==> src/rtl/multi_timer.sv <==
// Multi-channel countdown timer sharing one prescaler; each channel runs one-shot or periodic.
// Optional per-channel warning output is enabled by defining MULTI_TIMER_WARN_EN.
module multi_timer #(
  parameter int CHANNELS   = 2,
  parameter int CLK_HZ     = 50_000_000,
  parameter int TICK_HZ    = 1000,
  parameter int CNT_W      = 16,
  parameter int WARN_TICKS = 100
) (
  input  logic                      clk,
  input  logic                      rst,
  input  logic                      enable,
  input  logic [CHANNELS-1:0]       load,
  input  logic [CNT_W-1:0]          load_value,
  input  logic [CHANNELS-1:0]       periodic,
  input  logic [CHANNELS-1:0]       start,
  input  logic [CHANNELS-1:0]       stop,
  output logic                      tick,
  output logic [CHANNELS-1:0]       expire,
  output logic [CHANNELS-1:0]       done,
  output logic [CHANNELS-1:0]       busy,
  output logic [CHANNELS*CNT_W-1:0] remaining
`ifdef MULTI_TIMER_WARN_EN
  ,
  output logic [CHANNELS-1:0]       warn
`endif
);

  localparam int PRESCALE = CLK_HZ / TICK_HZ;
  localparam int PS_W     = (PRESCALE > 1) ? $clog2(PRESCALE) : 1;
  localparam logic [PS_W-1:0]  PS_LAST = PS_W'(PRESCALE - 1);
  localparam logic [CNT_W-1:0] ONE     = CNT_W'(1);

  // Elaboration-time sanity checks on the configuration.
  if (CHANNELS < 1 || PRESCALE < 1 || CNT_W < 1 || WARN_TICKS < 0) begin : g_bad_param
    $error("multi_timer: illegal parameter combination");
  end

  typedef enum logic [1:0] {IDLE = 2'd0, RUN = 2'd1, DONE = 2'd2} state_t;

  logic [PS_W-1:0] ps_q;

  always_ff @(posedge clk or negedge rst) begin
    if (!rst) begin
      ps_q <= '0;
    end else if (enable) begin
      ps_q <= (ps_q == PS_LAST) ? '0 : ps_q + 1'b1;
    end
  end

  assign tick = enable && (ps_q == PS_LAST);

  state_t           state_q  [CHANNELS];
  state_t           state_d  [CHANNELS];
  logic [CNT_W-1:0] count_q  [CHANNELS];
  logic [CNT_W-1:0] count_d  [CHANNELS];
  logic [CNT_W-1:0] reload_q [CHANNELS];
  logic [CNT_W-1:0] reload_d [CHANNELS];
  logic             mode_q   [CHANNELS];
  logic             mode_d   [CHANNELS];
  logic [CHANNELS-1:0] expire_d;

  // Per-channel command decode: load > stop > start > tick decrement.
  always_comb begin
    expire_d = '0;
    for (int i = 0; i < CHANNELS; i++) begin
      state_d[i]  = state_q[i];
      count_d[i]  = count_q[i];
      reload_d[i] = reload_q[i];
      mode_d[i]   = mode_q[i];
      if (load[i]) begin
        count_d[i]  = load_value;
        reload_d[i] = load_value;
        mode_d[i]   = periodic[i];
        state_d[i]  = IDLE;
      end else if (stop[i] && state_q[i] == RUN) begin
        state_d[i] = IDLE;
      end else if (start[i] && state_q[i] == IDLE && count_q[i] != '0) begin
        state_d[i] = RUN;
      end else if (tick && state_q[i] == RUN) begin
        if (count_q[i] > ONE) begin
          count_d[i] = count_q[i] - ONE;
        end else if (count_q[i] == ONE) begin
          expire_d[i] = 1'b1;
          if (mode_q[i]) begin
            count_d[i] = reload_q[i];
          end else begin
            count_d[i] = '0;
            state_d[i] = DONE;
          end
        end
      end
    end
  end

  always_ff @(posedge clk or negedge rst) begin
    if (!rst) begin
      for (int i = 0; i < CHANNELS; i++) begin
        state_q[i]  <= IDLE;
        count_q[i]  <= '0;
        reload_q[i] <= '0;
        mode_q[i]   <= 1'b0;
      end
      expire <= '0;
    end else begin
      for (int i = 0; i < CHANNELS; i++) begin
        state_q[i]  <= state_d[i];
        count_q[i]  <= count_d[i];
        reload_q[i] <= reload_d[i];
        mode_q[i]   <= mode_d[i];
      end
      expire <= expire_d;
    end
  end

  // done/busy are decodes of the registered state, so they are glitch-free flop outputs.
  always_comb begin
    done      = '0;
    busy      = '0;
    remaining = '0;
    for (int i = 0; i < CHANNELS; i++) begin
      done[i] = (state_q[i] == DONE);
      busy[i] = (state_q[i] == RUN);
      remaining[i*CNT_W +: CNT_W] = count_q[i];
    end
  end

`ifdef MULTI_TIMER_WARN_EN
  localparam logic [CNT_W-1:0] WARN_CMP =
    (WARN_TICKS >= (2 ** CNT_W)) ? '1 : CNT_W'(WARN_TICKS);

  always_ff @(posedge clk or negedge rst) begin
    if (!rst) begin
      warn <= '0;
    end else begin
      for (int i = 0; i < CHANNELS; i++) begin
        warn[i] <= (state_d[i] == RUN) && (count_d[i] != '0) && (count_d[i] <= WARN_CMP);
      end
    end
  end
`endif

endmodule

==> config.mk <==
export PLATFORM = sky130hd
export DESIGN_NAME = multi_timer
export DESIGN_NICKNAME = d
export VERILOG_FILES = /design/src/rtl/multi_timer.sv
export SDC_FILE = /design/constraint.sdc
export NUM_CORES = 1
export LEC_CHECK = 0
export ABC_AREA = 1
export CAP_MARGIN = 25
export CORE_ASPECT_RATIO = 1.75
export CORE_MARGIN = 8
export CORE_UTILIZATION = 40
export DETAILED_ROUTE_END_ITERATION = 7
export GPL_TIMING_DRIVEN = 0
export SLEW_MARGIN = 20
export SYNTH_ARGS = -nofsm -noshare
export SYNTH_HDL_FRONTEND = slang
export SYNTH_SLANG_ARGS = --single-unit
==> constraint.sdc <==
create_clock -name clk -period 4.04 [get_ports clk]
set_input_delay 0.404 -clock clk [delete_from_list [all_inputs] [get_ports clk]]
set_output_delay 0.404 -clock clk [all_outputs]
set_load 0.05 [all_outputs]
Word-level counts from Yosys, hierarchy flattened
Cells that the tools add are included.
W data, S select, Z words.
{"block": "op_classes", "n_reduce_logical": 25, "eq_ne": 15, "n_lt_le_gt_ge": 2, "muxes": 41, "addsub": 3}
{"operator": "$mux W16", "n": 15}
{"operator": "$eq A16 B1 Y1 const B", "n": 2}
{"operator": "$gt A16 B1 Y1 const B", "n": 2}
{"operator": "$reduce_bool A16 Y1", "n": 2}
{"operator": "$sub A16 B1 Y16 const B", "n": 2}
{"operator": "$mux W2", "n": 14}
{"operator": "$add A16 B1 Y16 const B", "n": 1}
{"operator": "$eq A16 B16 Y1 const B", "n": 1}
{"operator": "$reduce_and A4 Y1", "n": 4}
{"operator": "$reduce_bool A4 Y1", "n": 4}
{"operator": "$mux W1", "n": 12}
{"operator": "$logic_and A1 B1 Y1", "n": 9}
{"operator": "$ne A2 B2 Y1 const B", "n": 4}
{"operator": "$ne A4 B2 Y1 const B", "n": 2}
{"operator": "$ne A4 B4 Y1 const B", "n": 2}
{"operator": "$reduce_bool A3 Y1", "n": 2}
{"operator": "$eq A2 B1 Y1 const B", "n": 2}
{"operator": "$eq A2 B2 Y1 const B", "n": 2}
{"operator": "$logic_not A2 Y1", "n": 2}
{"operator": "$reduce_bool A2 Y1", "n": 2}
{"block": "totals", "ff_bits": 88, "word_cells": 96, "inputBits": 27, "output_inout_bits": 39}

Depth between registers and ports, before layout
{"block": "depth", "word_depth": 7, "depth_mapped": 13, "depth_no_buf": 12}

Least setup slack after synthesis
OpenSTA, ideal clock, no wires.
{"block": "synth_timing", "path_kind": "reg-to-reg", "from": "register count_q (netlist bit remaining[16])", "to": "register count_q (netlist bit remaining[19])", "path_buffers": 1, "t_arrival_ns": 1.992, "stages_incl_launch_ff": 12, "slack_ns": 1.929, "period_less_slack_ns": 2.111, "cell_sequence": "dfrtp_1 -> inv_1 -> ha_1 -> nand2_4 -> nor2_8 -> nand2_4 -> or2_4 -> nand3_4 -> nand2_4 -> buf_6 -> nand2_1 -> nand2_1"}
{"block": "synth_between", "elab_chain_len": 6}
{"item": "from (decl)", "line_no": "55", "source": "logic [CNT_W-1:0] count_q [CHANNELS];"}
{"item": "from (signal, indexed assignment)", "line_no": "108", "source": "count_q[i] <= count_d[i];"}
{"item": "$sub A16 B1 Y16 / $gt A16 B1 Y1 (equally long branches)", "line_no": "82, 81"}
{"item": "$mux W16", "line_no": "81", "source": "if (count_q[i] > ONE) begin"}
{"item": "$mux W16", "line_no": "80", "source": "end else if (tick && state_q[i] == RUN) begin"}
{"item": "$mux W16", "line_no": "78", "source": "end else if (start[i] && state_q[i] == IDLE && count_q[i] != '0) begin"}
{"item": "$mux W16", "line_no": "76", "source": "end else if (stop[i] && state_q[i] == RUN) begin"}
{"item": "$mux W16", "line_no": "71", "source": "if (load[i]) begin"}
Several ways; a longest one is shown, not always the timed one. The select of a mux whose other input is x is not followed.
A chain may end at the register's enable or synchronous reset.

Final worst setup path
{"block": "layout_timing", "from": "register ps_q[0]", "to": "output tick"}
{"block": "layout_between", "elab_chain_len": 2}
{"item": "from (decl)", "line_no": "41", "source": "logic [PS_W-1:0] ps_q;"}
{"item": "from (signal assigned)", "line_no": "47", "source": "ps_q <= (ps_q == PS_LAST) ? '0 : ps_q + 1'b1;"}
{"item": "$eq A16 B16 Y1", "line_no": "51", "source": "assign tick = enable && (ps_q == PS_LAST);"}
{"item": "$logic_and A1 B1 Y1", "line_no": "51"}
{"item": "to (decl)", "line_no": "18", "source": "output logic tick,"}
No other way between the ends.

==> flow_summary.yaml <==
grt:
  top_usage_layer: "met2"
  first_global_vias: 5511
  use_met1_pct: 20.0
  antenna_found_initial: 0
  grt_max_degree: 77
  grtUsageTotal_pct: 18.1
  overflow: 0
  grt_pass1_wl_um: 26300
  gr-usage-met3_pct: 3.03
  grtUsageMet2_pct: 32.5
finish:
  syn2layout_area_growth_pct: 22.0
  nFillCells: 1369
  layout_common_cells: "nand2_1, nand3_1, dfrtp_1"
  final_common_cell: "nand2_1"
  multi_input_area_um2: 2890
  nets: 923
  regArea_um2: 2200
  diodes: 0
  drive_gt1_share_pct: 5.48
logic_synthesis:
  yosys.area.top_type: "dfrtp_1"
  synth_fa_ha_area_share_pct: 1.61
  ys_ff_latch: 88
  syn-cell-area_um2: 5440
  synth.area.top_cells: "dfrtp_1, nand2_1, nand3_1"
  yosysSeqAreaShare_pct: 40.5
  synth_top_area_share_pct: 40.5
  synth_compound_area_share_pct: 2.85
  synth_top_family_by_area: "simple AND/OR/NAND/NOR gates"
  synth_cell_types: 33
  ys_warn_count: 0
  synthSimpleGateAreaFrac_pct: 46.6
  synthMuxAreaShare_pct: 0
  synth_xor_area_share_pct: 1.93
  netlist_instances: 812
  synth_nets: 846
  syn_area_per_cell_um2: 6.70
timing:
  clock.fmax_mhz: 315
  setup_viol: 0
  fin_ws_ns: 0.861
  timing.final.crit_period_ns: 3.18
  slew_violations: 0
  min_period_over_period_pct: 78.7
  tightest_slew_ns: 0.639
  rsz0062_at_grt: "false"
  slew-limit-headroom_pct: 57.1
  fin_skew_ns: 0.00956
  hold_viol_final: 0
cts:
  cts.path.max_buffers: 2
  cts_tree: "built"
  cts-root-buf: "clkbuf_16"
  clk_latency_ns: 0.34
  ctsResizeCount: 0
  cts.sinks: 88
  h-tree-depth: 3
  path_clk_slew_ns: 0.07
  cts_made_buffers: 9
drt:
  antenna_left: 0
  drc: 0
  initialDrtViolationCount: 261
  routed_wl_um: 15400
  vias: 5296
  vias_per_cell: 4.96
  wire_per_inst_um: 14.4
  first_pass_iters: 4
critical_path:
  worst_r2r_endpoint: "remaining[22]$_DFFE_PN0P_"
  crit_fanout: 10
  setup.worst_path.start: "ps_q[0]$_DFFE_PN0P_"
  cp_slowest_cell: "clkdlybuf4s50_1"
  path_cells: "ha_1 -> nand3_1 -> nor2_1 -> nand3_1 -> clkbuf_1 -> inv_1 -> clkdlybuf4s50_1"
  arrival_ns: 2.77
  max_stage_delay_ns: 0.80
  path_common_cell: "nand3_1"
  regToRegSetupSlack_ns: 1.79
  crit_path_end_kind: "primary output"
  start_kind: "flop"
  setup.worst_path.class: "reg -> out"
  critPathRequiredTime_ns: 3.64
  r2r-start: "remaining[23]$_DFFE_PN0P_"
  reg2reg_depth: 11
power_and_ir_drop:
  finalPower_uw: 2870
  p_leak_uw: 0.00350
  powerDensity_nw_per_um2: 433
  vdd_drop_max_mv: 0.254
die:
  start_util_pct: 40.7
  fp.dieW_um: 104
  fp.dieH_um: 170
  io_pins: 66
  num_rows: 56
  die_area_um2: 17700
  core_um2: 13400
run:
  max_cap_violations: 0
placed_design:
  dp_slack_ns: 1.21
  port_buffers: 64
  hpwl_um: 12200
  gp_congestion: 0.881
worst_hold_path:
  hp-class: "in -> async"
run_status:
  outcome: "complete, no violations"
-- per-stage QoR --
stage               hold slack, ns  TNS, ns  util [%]  instances  area, µm²
floorplan                    0.108        0         -        812       5440
global placement             0.455   -67.39      47.1       1050       6300
global route                 0.444        0      49.6       1068       6640
finish                       0.436        0      49.6       1068       6640
CTS                          0.434        0      49.6       1068       6640
detailed placement           0.234        0      47.3       1051       6330
-- flip-flops by register name, summed over array words and instances, names as in the netlist --
signal / count
expire: 2
reload_q: 32
state_q: 4
ps_q: 16
remaining: 32
mode_q: 2
-- timing repair --
action,CTS,global route
hold buffers,1,0
hold endpoints to repair,12,0
buffers inserted,0,0
-- area by class of cell --
type,instances,area share [%]
Clock buffer,11,3.66
Multi-Input combinational cell,636,43.5
Inverter,64,3.62
Timing Repair Buffer,66,10.2
Sequential cell,88,33.2
Tap cell,174,3.28
Buffer,24,1.73
Clock inverter,5,0.848
-- routing by layer --
metal | vias to the layer above | share of wire [%]
li1 | 2716 | -
met1 | 2435 | 41
met2 | 107 | 53
met3 | 38 | 2.9
met4 | 0 | 3.6
met5 | - | 0
-- synth_stat cells --
cell / instances
inv_2: 1
buf_4: 2
inv_1: 63
a21oi_1: 9
or2_4: 1
dfrtp_1: 88
o21ai_0: 12
o21ai_1: 1
nor2_2: 7
buf_2: 2
nand2_1: 380
nand2_2: 4
nand4_1: 14
xor2_1: 9
o21ba_2: 2
nand3b_1: 6
ha_1: 7
nand3_4: 1
o2111ai_1: 1
clkbuf_1: 14
nand3_1: 103
nor3_1: 3
buf_1: 4
nand3_2: 2
nor2_8: 1
and2_1: 2
xnor2_1: 3
a2bb2oi_1: 1
nor2_4: 3
nand2_4: 4
o21bai_1: 1
nor2_1: 59
buf_6: 2
-- cells by family after synthesis --
logic type | after synthesis
AO/OA/AOI/OAI | 27
XOR/XNOR | 12
buffers and inverters | 88
AND/OR/NAND/NOR | 590
flip-flops | 88
adder cells (fa/ha/maj) | 7
-- where the power goes --
group | leakage (µW) | internal [µW] | total (µW) | switching (µW)
combinational | 0.00227 | 311 | 895 | 584
sequential | 0.00109 | 999 | 1140 | 138
clock | 0.000145 | 495 | 841 | 345
total | 0.00350 | 1810 | 2870 | 1070
-- worst max-delay path: cells and delay by family (launching register included) --
kind | cells | cell delay [ns]
fa+ha+maj | 1 | 0.21
buf+inv | 3 | 1.19
flops | 1 | 0.47
simple gates | 3 | 0.56
-- worst max path at each step --
stage / to / slack, ns
final: tick / 0.86
after global routing: tick / 0.62
after CTS: tick / 0.83
after detailed placement: tick / 1.21
after global placement: remaining[13]$_DFFE_PN0P_ / -0.77
after floorplan: remaining[19]$_DFFE_PN0P_ / 1.93
Note: power is estimated with default switching activity, not from simulation.
